### config.mk
export PLATFORM = sky130hd
export DESIGN_NAME = corr_scan_ctrl
export DESIGN_NICKNAME = d
export VERILOG_FILES = /design/src/rtl/corr_pkg.sv /design/src/rtl/corr_scan_ctrl.sv
export SDC_FILE = /design/constraint.sdc
export NUM_CORES = 1
export LEC_CHECK = 0
export BUFFER_PORTS_ARGS = -buffer_cell sky130_fd_sc_hd__buf_2
export CAP_MARGIN = 10
export CORE_MARGIN = 3
export CORE_UTILIZATION = 55
export CTS_CLUSTER_SIZE = 10
export DETAILED_ROUTE_END_ITERATION = 8
export GPL_ROUTABILITY_DRIVEN = 0
export GPL_TIMING_DRIVEN = 0
export PLACE_DENSITY = 0.8
export REMOVE_ABC_BUFFERS = 1
export SYNTH_ARGS = -nofsm -noshare
export SYNTH_HDL_FRONTEND = slang
export SYNTH_SLANG_ARGS = --single-unit
### constraint.sdc
create_clock -name clk -period 4 [get_ports clk]
set_clock_uncertainty 0.1 [all_clocks]
set_input_delay 0.8 -clock clk [delete_from_list [all_inputs] [get_ports clk]]
set_output_delay 0.8 -clock clk [all_outputs]
set_load 0.02 [all_outputs]
### src/rtl/corr_pkg.sv
// rtl/corr_pkg.sv - shared FSM states and array defaults for the correlation scan controller
package corr_pkg;

    typedef enum logic [1:0] {
        IDLE  = 2'd0,
        RUN   = 2'd1,
        DRAIN = 2'd2
    } state_e;

    localparam int DISP_DEFAULT     = 21;
    localparam int CORR_LAT_DEFAULT = 2;

endpackage

### src/rtl/corr_scan_ctrl.sv
// rtl/corr_scan_ctrl.sv - sequences one scanline through the correlation array and tags valid results
module corr_scan_ctrl
    import corr_pkg::*;
#(
    parameter int LINE_W   = 320,
    parameter int DISP     = DISP_DEFAULT,
    parameter int CORR_LAT = CORR_LAT_DEFAULT,
    parameter int CW       = $clog2(LINE_W)
) (
    input  logic          clk,
    input  logic          rst,
    input  logic          pix_valid,
    input  logic          line_start,
    output logic          pix_ready,
    output logic          wen,
    output logic          flush_sel,
    output logic          out_valid,
    output logic [CW-1:0] out_col,
    output logic          line_done,
    output logic          err
);

    localparam int NW = $clog2(LINE_W + CORR_LAT + 1);

    state_e          state_q, state_d;
    logic [NW-1:0]   n_q, n_d;
    logic [CW-1:0]   col_q, col_d;
    logic            out_valid_q, out_valid_d;
    logic [CW-1:0]   out_col_q, out_col_d;
    logic            line_done_q, line_done_d;
    logic            err_q, err_d;
    logic            accept;
    logic [NW-1:0]   idx;

    always_comb begin
        state_d     = state_q;
        n_d         = n_q;
        col_d       = col_q;
        out_valid_d = 1'b0;
        out_col_d   = out_col_q;
        line_done_d = 1'b0;
        err_d       = err_q;
        wen         = 1'b0;
        flush_sel   = 1'b0;
        idx         = n_q;
        pix_ready   = (state_q != DRAIN);
        accept      = pix_valid & pix_ready;

        case (state_q)
            IDLE: begin
                if (accept) begin
                    if (line_start) begin
                        // the line-start pixel is wen index 0, so the counter resumes at 1
                        wen     = 1'b1;
                        idx     = '0;
                        n_d     = NW'(1);
                        col_d   = CW'(1);
                        state_d = RUN;
                    end else begin
                        err_d = 1'b1;
                    end
                end
            end
            RUN: begin
                if (accept) begin
                    wen   = 1'b1;
                    n_d   = n_q + 1'b1;
                    err_d = err_q | line_start;
                    if (col_q == CW'(LINE_W - 1)) begin
                        col_d   = '0;
                        state_d = DRAIN;
                    end else begin
                        col_d = col_q + 1'b1;
                    end
                end
            end
            DRAIN: begin
                wen       = 1'b1;
                flush_sel = 1'b1;
                n_d       = n_q + 1'b1;
                if (n_q == NW'(LINE_W + CORR_LAT - 1)) begin
                    state_d     = IDLE;
                    line_done_d = 1'b1;
                end
            end
            default: state_d = IDLE;
        endcase

        // results emerge CORR_LAT pulses late and only once all DISP stages hold real pixels
        if (wen && idx >= NW'(CORR_LAT + DISP - 1)) begin
            out_valid_d = 1'b1;
            out_col_d   = CW'(idx - NW'(CORR_LAT));
        end
    end

    always_ff @(posedge clk) begin
        if (rst) begin
            state_q     <= IDLE;
            n_q         <= '0;
            col_q       <= '0;
            out_valid_q <= 1'b0;
            out_col_q   <= '0;
            line_done_q <= 1'b0;
            err_q       <= 1'b0;
        end else begin
            state_q     <= state_d;
            n_q         <= n_d;
            col_q       <= col_d;
            out_valid_q <= out_valid_d;
            out_col_q   <= out_col_d;
            line_done_q <= line_done_d;
            err_q       <= err_d;
        end
    end

    assign out_valid = out_valid_q;
    assign out_col   = out_col_q;
    assign line_done = line_done_q;
    assign err       = err_q;

endmodule

==> flow_summary.ini <==
[floorplanning]
core_area_sq_mm = 0.00310
die_area_sq_mm = 0.00404
num_io_pins = 19
die_height_um = 63.6
initial_core_util_pct = 58.8
chipWidth_um = 63.6
num_rows = 20

[cts]
root_buffer = clkbuf_4
hold_buffers = 0
cts-htree-levels = 2
cts.sinks = 32
clkLatencyLatePin_ps = 330
cts_made_buffers = 5
cts_resized = 0
cts_setup_buffers = 0
clk_pin_slew_ps = 100
clockBufferDepth = 2
cts_tree = built

[finish]
diodes = 0
layout.cells.non_filler = 267
filler_cell_count = 290
layout_commonest_cell = dfxtp_1
syn2layout_area_growth_pct = 7.96
layout-drive-gt1-share_pct = 18.8
final_cell_mix = 32 x dfxtp_1, 26 x nor2_1, 18 x buf_2, 15 x nand2_1, 14 x a21oi_1
nets = 236

[worst_setup_path]
startpoint_type = flop
r2r_end = out_col[4]
crit_arrival_ps = 3240
crit_family = simple AND/OR/NAND/NOR gates
regToRegStartpoint = state_q[0]
crit_chain = inv_1 > ha_1 > nor2b_1 > nand3_1 > nand2_1 > inv_1 > ha_1 > o21ai_0 > a31o_2 > nor2_2 > a311oi_1
cp.required_ps = 4150
worstSetupPathType = flop to flop
rr_worst_depth = 11
rrSetupSlack_ps = 910
worst-path-buf-inv = 2
endpoint_kind = flop
crit_slowest_cell = dfxtp_1
max_stage_delay_ps = 390
cp_max_fo = 9

[grt]
grtUsageTotal_pct = 19.8
use_met1_pct = 26.5
grt_pass1_wl_um = 6420
top_usage_layer = met2
grt.overflow.total = 0
grtUsageMet3_pct = 5.35
grt_pass1_vias = 1393
antenna_found_initial = 0
grt_start_max_net_pins = 21
met2_usage_pct = 30.0

[routing]
ant_nets = 0
via_per_inst = 5.65
drt_wl_total_um = 3580
drt-initial-drc-count = 91
routedWlPerCell_um = 13.4
first_pass_iters = 4
vias = 1508
drc_errors = 0

[min_path]
hp-class = flop to flop
min_from = err
hold_path_end = err
min_path_cells = 2

[synthesis]
synth.top_cell.area_share_pct = 35.1
synth_area_leaders = dfxtp_1 35%, ha_1 6.9%, nor2_1 5.3%
yosysTopAreaCell = dfxtp_1
ys_warn_count = 0
synth_cells = 209
synthArstFlopShare_pct = 0
syn_area_sq_mm = 0.00182
ys_seq_area_share_pct = 35.1
avgSynthCellArea_sq_um = 8.73
synthFlopType = dfxtp_1
ys_ff_latch = 32
synth-edff-count = 0
netlist-cell-type-count = 46

[status]
outcome = finished, final reports clean

[sta]
finalSetupTns_ps = 0
finalCritPeriodShare_pct = 77.3
tightest_slew_ps = 853
drv_slew = 0
setup_violations = 0
slew_headroom_pct = 42.8
min_period_ps = 3090
finalHoldViolCount = 0
fmax_ghz = 0.323
rsz0062_at_grt = no

[place]
place_hpwl_um = 2480
portBuffers = 18
dpl.cell_count = 259

[pwr]
leakage_uw = 0.000781
p_per_area_mw_per_mm2 = 444
peakVddDrop_mv = 0.224

[job]
maxCapViolations = 0
metrics by stage:
step | cell area, sq um | hold slack (ps) | setup slack (ps) | total power (uW) | utilization, %
global placement | 1890 | 348 | 849 | 628 | 61.0
global route | 1970 | 414 | 588 | 933 | 63.5
floorplan | 1750 | 358 | 1330 | 572 | -
finish | 1970 | 382 | 908 | 874 | 63.5
detailed placement | 1890 | 360 | 859 | 634 | 61.0
CTS | 1970 | 384 | 918 | 877 | 63.5
worst min-delay path: cells and delay by family, from the launching register on:
kind | cells | cell delay [ps]
flops | 1 | 340
simple gates | 1 | 80
compound gates | 1 | 40
synthesized netlist by cell type, types with 2 or more instances:
master	instances
a211oi_1	5
a21oi_1	14
a311oi_1	5
a31oi_1	2
and3_1	2
and4bb_2	2
buf_2	6
buf_6	3
dfxtp_1	32
ha_1	10
inv_1	8
mux2i_1	3
nand2_1	15
nand3_1	8
nand4_1	9
nor2_1	26
nor3_1	5
nor3_2	4
o21ai_0	7
o21bai_2	2
or3_1	2
xnor2_1	8
xor2_1	8
flip-flops by register name, indices dropped and copies added, names as in the netlist:
register and count:
col_q 9, n_q 9, out_col 9, state_q 2, err 1, line_done 1, out_valid 1
metal layers:
| layer | routed length, um | vias to the layer above |
|---|---|---|
| met5 | 0 | - |
| met3 | 122 | 7 |
| li1 | - | 765 |
| met2 | 1650 | 22 |
| met1 | 1740 | 714 |
| met4 | 65 | 0 |
final cells by class:
| class | count | area [sq um] | area share, % |
|---|---|---|---|
| clock inverters | 2 | 35.0 | 1.78 |
| flip-flops and latches | 32 | 641 | 32.5 |
| well taps | 44 | 55.1 | 2.80 |
| clock buffers | 6 | 41.3 | 2.10 |
| multi-input cells | 156 | 1070 | 54.5 |
| inverters | 9 | 33.8 | 1.72 |
| repair buffers | 18 | 90.1 | 4.57 |
logic make-up after synthesis:
group	share of synthesized area [%]
simple gates	26.5
compound gates	16.1
flops	35.1
buf+inv	6.03
xor+xnor	7.68
fa+ha+maj	6.86
mux	1.65
where the power goes:
part	internal [uW]	total, uW	switching, uW	leakage, uW
Combinational	94.0	269	175	0.000480
Clock	131	244	113	0.0000422
Sequential	337	361	24.2	0.000259
worst max-delay path by stage:
stage | from | end | depth (start not counted)
finish | state_q[0] | out_col[4] | 11
global route | state_q[0] | out_col[8] | 11
floorplan | state_q[0] | out_col[4] | 11
detailed placement | pix_valid | out_col[8] | 10
global placement | pix_valid | out_col[8] | 10
CTS | state_q[0] | out_col[8] | 11
No activity file was read; power rests on OpenSTA's default activity.
